<file path="src/rtl/pipeline_drain_buffer.sv">
// Drain buffer behind the global-stall address pipeline: captures requests leaving the
// last stage into a small FIFO, presents them over valid/ready, stalls the pipeline when
// full and checks that request IDs arrive in sequence.

`ifndef ADDRESS_WIDTH
`define ADDRESS_WIDTH 16
`endif
`ifndef ID_WIDTH
`define ID_WIDTH 4
`endif

module pipeline_drain_buffer #(
    parameter int unsigned ADDRESS_WIDTH = `ADDRESS_WIDTH,
    parameter int unsigned ID_WIDTH      = `ID_WIDTH,
    parameter int unsigned FIFO_DEPTH    = 4,
    localparam int unsigned PtrW         = $clog2(FIFO_DEPTH),
    localparam int unsigned CntW         = PtrW + 1
) (
    input  logic                     clk,
    input  logic                     reset,
    input  logic [ADDRESS_WIDTH-1:0] in_address,
    input  logic [ID_WIDTH-1:0]      in_id,
    input  logic                     in_valid,
    output logic                     out_stall,
    output logic [ADDRESS_WIDTH-1:0] out_address,
    output logic [ID_WIDTH-1:0]      out_id,
    output logic                     out_valid,
    input  logic                     in_ready,
    output logic [CntW-1:0]          occupancy,
    output logic [ID_WIDTH-1:0]      expected_id,
    output logic                     order_error
);

    // Entry storage; deliberately not reset, contents are only meaningful below count_q.
    logic [ADDRESS_WIDTH-1:0] addr_mem_q [FIFO_DEPTH];
    logic [ID_WIDTH-1:0]      id_mem_q   [FIFO_DEPTH];

    logic [PtrW-1:0]     wr_ptr_q, wr_ptr_d;
    logic [PtrW-1:0]     rd_ptr_q, rd_ptr_d;
    logic [CntW-1:0]     count_q, count_d;
    logic [ID_WIDTH-1:0] expected_id_q, expected_id_d;
    logic                order_error_q, order_error_d;

    logic full;
    logic empty;
    logic push;
    logic pop;

    // Status decoded purely from registers so stall has no path from in_valid/in_ready.
    always_comb begin
        full  = (count_q == CntW'(FIFO_DEPTH));
        empty = (count_q == '0);
        // A pop while full does not free a slot for a same-cycle push.
        push  = in_valid && !full;
        pop   = !empty && in_ready;
    end

    // Next-state for pointers, occupancy and the order checker.
    always_comb begin
        wr_ptr_d      = wr_ptr_q;
        rd_ptr_d      = rd_ptr_q;
        count_d       = count_q;
        expected_id_d = expected_id_q;
        order_error_d = order_error_q;

        if (push) begin
            wr_ptr_d = wr_ptr_q + PtrW'(1);
        end
        if (pop) begin
            rd_ptr_d = rd_ptr_q + PtrW'(1);
        end

        unique case ({push, pop})
            2'b10:   count_d = count_q + CntW'(1);
            2'b01:   count_d = count_q - CntW'(1);
            default: count_d = count_q;
        endcase

        // Checker always resynchronises to the incoming ID so one gap flags only once.
        if (push) begin
            if (in_id != expected_id_q) begin
                order_error_d = 1'b1;
            end
            expected_id_d = in_id + ID_WIDTH'(1);
        end
    end

    // Control state register with synchronous active-high reset.
    always_ff @(posedge clk) begin
        if (reset) begin
            wr_ptr_q      <= '0;
            rd_ptr_q      <= '0;
            count_q       <= '0;
            expected_id_q <= '0;
            order_error_q <= 1'b0;
        end else begin
            wr_ptr_q      <= wr_ptr_d;
            rd_ptr_q      <= rd_ptr_d;
            count_q       <= count_d;
            expected_id_q <= expected_id_d;
            order_error_q <= order_error_d;
        end
    end

    // Entry write on push; gated by reset so nothing lands during the reset edge.
    always_ff @(posedge clk) begin
        if (!reset && push) begin
            addr_mem_q[wr_ptr_q] <= in_address;
            id_mem_q[wr_ptr_q]   <= in_id;
        end
    end

    // Output decode: head entry and registered status.
    always_comb begin
        out_address = addr_mem_q[rd_ptr_q];
        out_id      = id_mem_q[rd_ptr_q];
        out_valid   = !empty;
        out_stall   = full;
        occupancy   = count_q;
        expected_id = expected_id_q;
        order_error = order_error_q;
    end

endmodule

</file>
<file path="config.mk">
export PLATFORM = sky130hd
export DESIGN_NAME = pipeline_drain_buffer
export DESIGN_NICKNAME = d
export VERILOG_FILES = /design/src/rtl/pipeline_drain_buffer.sv
export SDC_FILE = /design/constraint.sdc
export NUM_CORES = 1
export LEC_CHECK = 0
export ABC_AREA = 1
export CAP_MARGIN = 20
export CORE_UTILIZATION = 35
export DETAILED_ROUTE_END_ITERATION = 8
export SLEW_MARGIN = 20
export SYNTH_ARGS = -nofsm -noshare
export SYNTH_HDL_FRONTEND = slang
export SYNTH_SLANG_ARGS = --single-unit
export TNS_END_PERCENT = 100
</file>
<file path="constraint.sdc">
create_clock -name clk -period 2.4 [get_ports clk]
set_input_delay 0.72 -clock clk [delete_from_list [all_inputs] [get_ports clk]]
set_output_delay 0.72 -clock clk [all_outputs]
set_load 0.02 [all_outputs]
</file>
* Word-level counts from Yosys, hierarchy flattened *
Memory sizes are Yosys's and may differ from the RTL's. A register that Yosys moved wholly into a read port is not among the register bits.
Cells that the tools add are included.

word-level totals
  word-level logic and storage cells = 32
  RAM bits = 80
  input port bits = 24
  flip-flop bits (word level) = 12
  memories kept = 2

cells by class
  equality and inequality tests = 4
  reductions and logical operators = 9
  $add $sub $neg = 5
  mux-type cells = 7

memories
  memory      depth  bits a word  read ports  clocked after memory_dff  wr ports  line  text
  addr_mem_q  4      16           1           1                         1         35    logic [ADDRESS_WIDTH-1:0] addr_mem_q [FIFO_DEPTH];
  id_mem_q    4      4            1           1                         1         36    logic [ID_WIDTH-1:0] id_mem_q [FIFO_DEPTH];

operators with widths
  operator             number
  $mux 2               4
  $pmux 3 s2           1
  $add 2x1->2 const B  2
  $add 4x1->4 const B  1
  $ne 4x4->1           1
  $add 3x1->3 const B  1
  $eq 3x3->1 const B   1
  $logic_and 1x1->1    3
  $logic_not 1->1      3
  $logic_not 3->1      1
  $sub 3x1->3 const B  1
  $eq 2x1->1 const B   1
  $eq 2x2->1 const B   1
  $mux 1               2
  $reduce_and 2->1     1
  $reduce_bool 2->1    1

* Logic depth before layout (Yosys ltp) *
Gate-level depths: netlist of run 1.

  depth after elaboration = 6
  mapped depth = 13

* Worst setup path after synthesis of run 1 *
Ideal clock, no wire load.

  kind = input-to-reg
  from = input reset
  to = memory addr_mem_q[0][0] (netlist bit) (enable)
  arrival time = 1.838 ns
  stages = 3
  setup time = 0.397 ns
  path buffers = 0
  slack = 0.165 ns
  cells stage by stage = inv_1 nand3_1 nor2_1

between the ends
  word-level cells in the longest chain between the ends = 4

RTL lines
  element                       line  text
  start: declaration            20    input logic reset,
  $logic_not 1->1               107   if (!reset && push) begin
  $logic_and 1x1->1             107
  $mux 1                        107
  $mux 1 (not written as such)  108   addr_mem_q[wr_ptr_q] <= in_address;
  end: declaration              35

Every way passes these cells.

==> results of run 1 <==
-- state kept, by name, summed over array words and instances (netlist names), named ones only --
register,cells
addr_mem_q,64
id_mem_q,16
expected_id,4
occupancy,3
rd_ptr_q,2
wr_ptr_q,2
order_error,1
-- final cells by class --
cell class,instances,share of cell area [%]
Sequential cell,94,56.0
Multi-Input combinational cell,182,19.0
Timing Repair Buffer,71,14.7
Tap cell,136,3.55
Clock buffer,10,2.66
Inverter,29,2.27
Clock inverter,6,1.93
-- layer usage --
layer | part of all wire, % | vias to the layer above | routed length, um | global-route usage, %
met2 | 49 | 44 | 3510 | 24.2
met3 | 4.6 | 8 | 332 | 4.70
met5 | 0 | - | 0 | 0
li1 | - | 1243 | - | -
met4 | 1.0 | 0 | 74 | 3.67
met1 | 46 | 1138 | 3300 | 17.6
-- repair_timing --
action | 4_1_cts | 5_1_grt
gates resized for setup | 24 | 15
endpoints found under the setup margin | 20 | 21
buffers inserted | 0 | 0
hold endpoints to repair | 0 | 0
hold buffers | 0 | 0
-- worst max-delay path: cells and delay by family (launching register included) --
family,cells,cell delay [ns]
buffers and inverters,3,0.62
AOI/OAI and AO/OA,1,0.21
DFF,1,0.36
and+or+nand+nor,1,0.06
-- report_power, final --
group	internal, mW	total [mW]	leakage [nW]	switching [mW]
logic	0.569	1.42	0.831	0.854
clock network	0.595	1.13	0.104	0.538
registers	1.90	1.98	0.843	0.0829
-- cells by family after synthesis --
| family | synth area share [%] |
|---|---|
| xor+xnor | 0.234 |
| compound gates | 10.3 |
| fa+ha+maj | 2.53 |
| simple gates | 10.9 |
| buf+inv | 4.50 |
| flops | 71.5 |
-- Yosys cell counts --
master / number
buf_2: 9
inv_2: 2
fa_1: 1
ha_1: 6
a21boi_2: 1
o22ai_1: 20
clkbuf_1: 4
o21ai_0: 2
inv_1: 27
nand2_2: 3
a21oi_1: 3
o21ai_1: 45
nand4_1: 1
dfxtp_1: 14
xnor2_1: 1
edfxtp_1: 80
nand2_1: 33
nor2_4: 1
nor2_1: 61
nand3_1: 4
-- stage by stage --
step / area [um^2] / util (%) / power [mW] / hold slack (ns) / std cells
2_1_floorplan: 3750 / - / 2.85 / 0.459 / 318
3_5_place_dp: 4600 / 44.4 / 3.55 / 0.445 / 512
4_1_cts: 4800 / 46.3 / 4.59 / 0.465 / 528
6_report: 4800 / 46.3 / 4.54 / 0.461 / 528
5_1_grt: 4800 / 46.3 / 4.80 / 0.477 / 528
3_3_place_gp: 4600 / 44.4 / 3.53 / 0.444 / 512
-- worst max-delay path by stage --
| stage | startpoint | end | slack [ns] | cells after the start |
|---|---|---|---|---|
| after detailed placement | in_ready | occupancy[2]$_SDFFE_PP0P_ | -0.007 | 12 |
| after global placement | in_ready | occupancy[2]$_SDFFE_PP0P_ | 0.06 | 12 |
| final | register | out_id[2] | 0.09 | 5 |
| after floorplan | reset | addr_mem_q[0][0]$_DFFE_PP_ | 0.16 | 3 |
| after CTS | register | out_id[2] | 0.004 | 5 |
| after global routing | occupancy[1]$_SDFFE_PP0P_ | out_stall | 0.0001 | 4 |
==> metrics.md, run 1 <==
| Metric | Value |
|---|---|
| Die X | 106 um |
| Final period util | 96.3% |
| Maxcap violations | 0 |
| Syn Area/Cell | 11.8 um^2 |
| Outcome | finished, final reports clean |
| Dpl ws | -0.00699 ns |
| Iter 0 DRT Violations | 76 |
| Hold Violations, Final | 0 |
| Max frequency | 433 MHz |
| Worst R2R Path Depth | 13 |
| TritonCTS Buffers | 9 |
| Worst R2R Setup Slack | 0.59 ns |
| Cell Pwr Density | 946 nW/um^2 |
| First-pass GRT wire length | 12.3 mm |
| Slew Limit Fails | 0 |
| Gpl congestion | 0.777 |
| Global router's overall resource usage | 14.3% |
| Number of distinct library cells after synthesis | 20 |
| CTS tree | done |
| Hold Startpoint | order_error$_SDFFE_PP0P_ |
| Largest net degree at the start of global routing | 21 |
| Total Neg Setup Slack | 0 ns |
| Starting Density | 36.2% |
| WP data required | 1.68 ns |
| Final wirelength | 7.22 mm |
| Layout cells sized above 1 | 13.0% |
| Worst Hold Class | reg2reg |
| Nets@finish | 418 |
| Mapped Area | 3750 um^2 |
| Critical path class | reg2out |
| Static Leak | 1.78 nW |
| Worst R2R Start | occupancy[2]$_SDFFE_PP0P_ |
| Row Count | 37 |
| Crit-path max cell delay | 0.36 ns |
| Synth Net Count | 349 |
| Flip-flop and latch count after synthesis | 94 |
| Clk sinks | 94 |
| Worst Skew | 0.00831 ns |
| Largest cells by area after synthesis | edfxtp_1 64%, dfxtp_1 7.5%, nor2_1 6.1% |
| Core area | 10,400 um^2 |
| Worst EP arrival | 1.59 ns |
| Synthesis Warnings | 0 |
| Crit-path cells | inv_2 > buf_4 > nor2_1 > o22ai_1 > clkdlybuf4s15_1 |
| Worst skew pair latency | 0.35 ns |
| Post-synth top area share | 64.0% |
| Vias/cell | 4.61 |
| Num ports | 54 |
| # fillers | 989 |
| Vias | 2,433 |
| WHS Path Cells | 2 |
| Most frequent cells in the layout | 80 x edfxtp_1, 57 x nor2_1, 45 x o21ai_1 |
| Slew HR | 75.3% |
| Area added between synthesis and finish | 27.9% |
| RSZ-0062 raised after global routing | no |
| Hold endpoint | order_error$_SDFFE_PP0P_ |
| Hpwl dp | 4.74 mm |
| Post-layout min period | 2.31 ns |
| Final Worst Setup Slack | 0.0893 ns |
| Setup violations, final | 0 |
| Number of antenna diodes | 0 |
| R2r endpoint | occupancy[2]$_SDFFE_PP0P_ |
| Multi-input gate area | 910 um^2 |
| H-tree Lvls | 3 |
| Worst setup EP type | output pin |
| Die ar. | 11,100 um^2 |
| Initial antenna violation count | 0 |
| CP Launch Type | register |
| Area leader, netlist | edfxtp_1 |
| Most common cell after layout, fill and taps aside | edfxtp_1 |
| Tightest Pin Transition | 0.370 ns |
| DR WL/cell | 13.7 um |
| Synth Instances | 318 |
| Seq/Total Area, Yosys | 71.5% |
| CP Max Fanout | 14 |
| Die height | 106 um |
| DR pass1 iterations | 4 |
| GR Overflow Total | 0 |
| Clk root buf | clkbuf_8 |
| Number of global-route vias before repair | 2,492 |
| Worst VDD drop | 0.000525 V |
| Slowest CP cell | dfxtp_2 |
| DRC | 0 |
| Clk buf depth | 2 |
| Port buffer count | 53 |
| Reg clk slew, reported paths | 0.08 ns |
| FF+latch area | 2690 um^2 |
| ANT nets after route | 0 |
Note: power is estimated with default switching activity, not from simulation.
==> inputs of run 2 (changes only) <==
--- a/config.mk
+++ b/config.mk
@@ -7,8 +7,10 @@
 export LEC_CHECK = 0
 export ABC_AREA = 1
 export CAP_MARGIN = 20
-export CORE_UTILIZATION = 35
+export CORE_UTILIZATION = 54
 export DETAILED_ROUTE_END_ITERATION = 8
+export PLACE_DENSITY = 0.79
+export SETUP_SLACK_MARGIN = 0.02
 export SLEW_MARGIN = 20
 export SYNTH_ARGS = -nofsm -noshare
 export SYNTH_HDL_FRONTEND = slang
==> run 2 against run 1 <==
Core utilization is 23 points higher. Via count is 2.2% higher. Clock skew fell by 0.0019 ns. Sequential share of layout area rose by 1.8 points. Total power decreased by 3.7%. Routed wire length down 3.0%. Highest routed layer unchanged. Global-route usage up 6.7 points. Worst hold slack improved by 0.012 ns. Cell count shrank 11%. Critical path depth down 1. Register-to-register slack improved by 0.07 ns.
==> metrics.md, run 2 (synthesis gave the netlist of run 1 again) <==
| Metric | Value |
|---|---|
| Outcome | finished, final reports clean |
| Global router's overall resource usage | 21.0% |
| TritonCTS Buffers | 9 |
| Clk root buf | clkbuf_8 |
| Num ports | 54 |
| RSZ-0062 raised after global routing | no |
| Switch share | 33.2% |
| Multi-input gate area | 910 um^2 |
| CP Launch Type | register |
| Most frequent cells in the layout | 80 x edfxtp_1, 57 x nor2_1, 45 x o21ai_1 |
| WP data required | 1.68 ns |
| Iter 0 DRT Violations | 121 |
| Reg with most FFs | addr_mem_q |
| Vias | 2,486 |
| Maxcap violations | 0 |
| Die X | 85.3 um |
| Worst VDD drop | 0.000582 V |
| CTS tree | done |
| Total Neg Setup Slack | 0 ns |
| WHS Path Cells | 2 |
| Worst R2R Setup Slack | 0.66 ns |
| Hold endpoint | order_error$_SDFFE_PP0P_ |
| CP Max Fanout | 18 |
| Layout cells sized above 1 | 13.9% |
| First-pass GRT wire length | 11.4 mm |
| Worst skew pair latency | 0.35 ns |
| Die ar. | 7280 um^2 |
| R2r endpoint | occupancy[2]$_SDFFE_PP0P_ |
| GR Overflow Total | 0 |
| H-tree Lvls | 3 |
| Worst Skew | 0.00644 ns |
| Post-CTS setup buffers | 0 |
| Most common cell after layout, fill and taps aside | edfxtp_1 |
| Max frequency | 437 MHz |
| Static Leak | 1.76 nW |
| Clk buf depth | 2 |
| DRC | 0 |
| Tightest Pin Transition | 0.371 ns |
| Slew Limit Fails | 0 |
| Max reg flops | 64 |
| Final period util | 95.4% |
| Gpl congestion | 0.745 |
| Starting Density | 55.5% |
| Worst Hold Class | reg2reg |
| Core area | 6760 um^2 |
| Port buffer count | 53 |
| Worst R2R Start | occupancy[1]$_SDFFE_PP0P_ |
| DR WL/cell | 14.9 um |
| Die height | 85.3 um |
| Sw power | 1.45 mW |
| Critical path class | reg2out |
| Worst R2R Path Depth | 12 |
| Cell Pwr Density | 940 nW/um^2 |
| Number of antenna diodes | 0 |
| Post-layout min period | 2.29 ns |
| Internal power | 2.92 mW |
| Sequential power share | 45.4% |
| Vias/cell | 5.31 |
| FF+latch area | 2690 um^2 |
| # fillers | 471 |
| Clock network fraction of design power | 22.6% |
| Worst setup EP type | output pin |
| Final core occ | 68.8% |
| Reg clk slew, reported paths | 0.08 ns |
| DR pass1 iterations | 4 |
| Clk sinks | 94 |
| Largest net degree at the start of global routing | 23 |
| Post-CTS Hold Buffers | 0 |
| Hold Startpoint | order_error$_SDFFE_PP0P_ |
| Slew HR | 75.2% |
| Area added between synthesis and finish | 23.9% |
| Comb power frac | 32.0% |
| Row Count | 30 |
| Nets@finish | 415 |
| Initial antenna violation count | 0 |
| Worst EP arrival | 1.57 ns |
| Hold Violations, Final | 0 |
| Setup violations, final | 0 |
| Hpwl dp | 4.53 mm |
| ANT nets after route | 0 |
| Final Total Pwr | 4.37 mW |
| Final wirelength | 7.00 mm |
| Number of global-route vias before repair | 2,442 |
## run 2: layer usage
metal	vias up	part of all wire [%]	GRT usage, %
met5	-	0	0
met4	0	1.7	11.1
met3	9	5.2	4.28
met2	76	51	35.4
met1	1167	42	25.8
li1	1234	-	-
## run 2: cell type report
cell class                 instances  share of cell area [%]
sequential                        94                    57.8
timing repair buffer              68                    14.1
inverter                          29                    2.40
multi-input combinational        182                    19.6
tap                               80                    2.15
clock buffer                       9                    2.66
clock inverter                     6                    1.37
## run 2: worst max-delay path by stage
stage	startpoint	end	slack, ns	cells after the start
detailed placement	in_ready	occupancy[2]$_SDFFE_PP0P_	0.01	12
global placement	in_ready	occupancy[2]$_SDFFE_PP0P_	0.07	12
floorplan	reset	addr_mem_q[0][0]$_DFFE_PP_	0.16	3
global route	register	out_address[10]	0.02	4
finish	register	out_address[0]	0.11	4
CTS	register	out_address[1]	0.03	5
## run 2: timing repair
action / in CTS / in global routing
pin swaps: 0 / 0
resized for setup: 24 / 24
setup endpoints to repair: 20 / 20
## run 2: stage by stage
| step | hold slack [ns] | cell area [um^2] | setup slack [ns] | cells |
|---|---|---|---|---|
| after floorplan | 0.459 | 3750 | 0.165 | 318 |
| after global placement | 0.444 | 4510 | 0.0695 | 453 |
| after detailed placement | 0.466 | 4510 | 0.0106 | 453 |
| after CTS | 0.484 | 4680 | 0.0297 | 468 |
| after global routing | 0.523 | 4650 | 0.0198 | 468 |
| final | 0.473 | 4650 | 0.110 | 468 |
## run 2: worst max-delay path, cell delays in order (launching register included)
cell and delay [ns]:
dfxtp_2 0.38, buf_4 0.24, o21ai_1 0.10, o22ai_1 0.15
dlygate4sd2_1 0.35
## run 2: power groups by stage
stage	Combinational [mW]	Clock, mW	Sequential (mW)
floorplan	0.811	0	2.04
global placement	1.48	0	2.01
detailed placement	1.52	0	2.01
CTS	1.42	1.00	1.98
global route	1.54	1.06	2.00
finish	1.40	0.989	1.98
==> inputs of run 3 (changes only) <==
--- a/config.mk
+++ b/config.mk
@@ -9,6 +9,7 @@
 export CAP_MARGIN = 20
 export CORE_UTILIZATION = 54
 export DETAILED_ROUTE_END_ITERATION = 8
+export GPL_TIMING_DRIVEN = 0
 export PLACE_DENSITY = 0.79
 export SETUP_SLACK_MARGIN = 0.02
 export SLEW_MARGIN = 20
==> run 3 against run 2 <==
First-iteration DRC count up 58%. Critical path depth grew 1. Largest power group unchanged. Clock power down 13%. Highest routed layer unchanged. Clock skew up 0.0049 ns. Cell count increased by 0.43%. Die area did not move.
==> metrics.md, run 3 (synthesis gave the netlist of run 1 again) <==
| Metric | Value |
|---|---|
| Outcome | finished, final reports clean |
| Core area | 6760 um^2 |
| Hold Violations, Final | 0 |
| Slew HR | 64.5% |
| DR WL/cell | 15.3 um |
| Sequential power share | 46.8% |
| Static Leak | 1.74 nW |
| Hold endpoint | order_error$_SDFFE_PP0P_ |
| DRC | 0 |
| Initial antenna violation count | 0 |
| Slowest CP cell | dlygate4sd2_1 |
| Post-CTS setup buffers | 0 |
| Post-Layout Cell Count | 470 |
| Critical path class | reg2out |
| Number of global-route vias before repair | 2,604 |
| Worst EP arrival | 1.61 ns |
| Final wirelength | 7.20 mm |
| RSZ-0062 raised after global routing | yes |
| Largest net degree at the start of global routing | 15 |
| FF+latch area | 2680 um^2 |
| Vias/cell | 5.41 |
| WHS Path Cells | 2 |
| Max frequency | 429 MHz |
| WP data required | 1.68 ns |
| Sw power | 1.45 mW |
| # fillers | 495 |
| Die height | 85.3 um |
| Worst hold margin | 0.466 ns |
| Area added between synthesis and finish | 21.7% |
| Most common cell after layout, fill and taps aside | edfxtp_1 |
| Final Total Pwr | 4.22 mW |
| Row Count | 30 |
| GR Overflow Total | 0 |
| Final core occ | 67.6% |
| Num ports | 54 |
| ANT nets after route | 0 |
| Gpl congestion | 0.787 |
| TritonCTS Buffers | 9 |
| H-tree Lvls | 3 |
| DR pass1 iterations | 5 |
| Die ar. | 7280 um^2 |
| Die X | 85.3 um |
| CP Max Fanout | 10 |
| Post-layout min period | 2.33 ns |
| Comb power frac | 32.9% |
| Worst VDD drop | 0.000634 V |
| Cell Pwr Density | 924 nW/um^2 |
| Nets@finish | 417 |
| Multi-input gate area | 915 um^2 |
| Layout cells sized above 1 | 13.1% |
| Port buffer count | 53 |
| Placed Cells | 455 |
| First-pass GRT wire length | 11.7 mm |
| Reg clk slew, reported paths | 0.08 ns |
| Vias | 2,541 |
| Final Worst Setup Slack | 0.0671 ns |
| Maxcap violations | 0 |
| Slew Limit Fails | 0 |
| Setup violations, final | 0 |
| Worst Hold Class | reg2reg |
| CP Launch Type | register |
| Tightest Pin Transition | 0.531 ns |
| R2r endpoint | addr_mem_q[0][8]$_DFFE_PP_ |
| Crit-path cells | inv_2 > buf_2 > o21ai_1 > o22ai_1 > dlygate4sd2_1 |
| Clk buf depth | 2 |
| Worst Skew | 0.0113 ns |
| Starting Density | 55.5% |
| Global router's overall resource usage | 21.4% |
| Clock network fraction of design power | 20.3% |
| Final period util | 97.2% |
| Hpwl dp | 4.67 mm |
| Max reg flops | 64 |
| Hold Startpoint | order_error$_SDFFE_PP0P_ |
| Most frequent cells in the layout | 80 x edfxtp_1, 57 x nor2_1, 45 x o21ai_1 |
| Internal power | 2.77 mW |
| Worst skew pair latency | 0.35 ns |
| Switch share | 34.3% |
| CTS tree | done |
| Reg with most FFs | addr_mem_q |
| Dpl ws | -0.293 ns |
| Clk sinks | 94 |
| Number of antenna diodes | 0 |
| Worst setup EP type | output pin |
| Iter 0 DRT Violations | 191 |
| Crit-path max cell delay | 0.36 ns |
| Worst R2R Start | occupancy[1]$_SDFFE_PP0P_ |
| Clk root buf | clkbuf_8 |
| Worst R2R Setup Slack | 0.51 ns |
| Worst R2R Path Depth | 5 |
## run 3: cell count changes in the layout (fill, tap and decap cells not counted), sizes merged, moves of 2 or more
cell,delta
buf,-6
clkbuf,+9
clkinv,+2
clkinvlp,-2
## run 3: worst max path at each step
stage	from	end
2_1_floorplan	reset	addr_mem_q[0][0]$_DFFE_PP_
3_3_place_gp	reset	addr_mem_q[3][4]$_DFFE_PP_
3_5_place_dp	reset	addr_mem_q[1][11]$_DFFE_PP_
4_1_cts	register	out_address[0]
5_1_grt	reset	addr_mem_q[0][4]$_DFFE_PP_
6_report	register	out_address[5]
## run 3: per-layer routing
metal	global-route usage (%)	share of wire (%)
met2	35.9	50
met3	4.67	6.0
met5	0	0
met4	11.5	1.8
met1	26.2	43
## run 3: area by class of cell
type,instances,area share (%)
well taps,80,2.19
inverters,29,2.38
clock inverters,5,0.603
repair buffers,57,11.5
plain buffers,13,1.70
multi-input cells,182,20.0
clock buffers,10,2.80
flip-flops and latches,94,58.8
## run 3: what timing repair did
action | 4_1_cts | 5_1_grt
pin swaps | 0 | 0
gates cloned | 0 | 0
endpoints found under the setup margin | 20 | 27
hold buffers | 0 | 0
resized for setup | 27 | 24
## run 3: stage by stage
stage | TNS [ns] | area [um^2]
after floorplan | 0 | 3750
after global placement | -73.69 | 4380
after detailed placement | -12.19 | 4450
after CTS | 0 | 4590
after global routing | -0.00843 | 4570
final | 0 | 4570
## run 3: power groups by stage
stage          Combinational, mW  Clock [mW]  Sequential [mW]
5_1_grt                     1.52       0.926             1.99
2_1_floorplan              0.811           0             2.04
3_3_place_gp                1.44           0             2.01
6_report                    1.39       0.857             1.98
4_1_cts                     1.39       0.866             1.97
3_5_place_dp                1.48           0             2.01
## run 3: critical path: cells and delay by family, from the launching register on
kind	cells	cell delay, ns
AOI/OAI and AO/OA	2	0.22
buffers and inverters	3	0.69
DFF	1	0.35
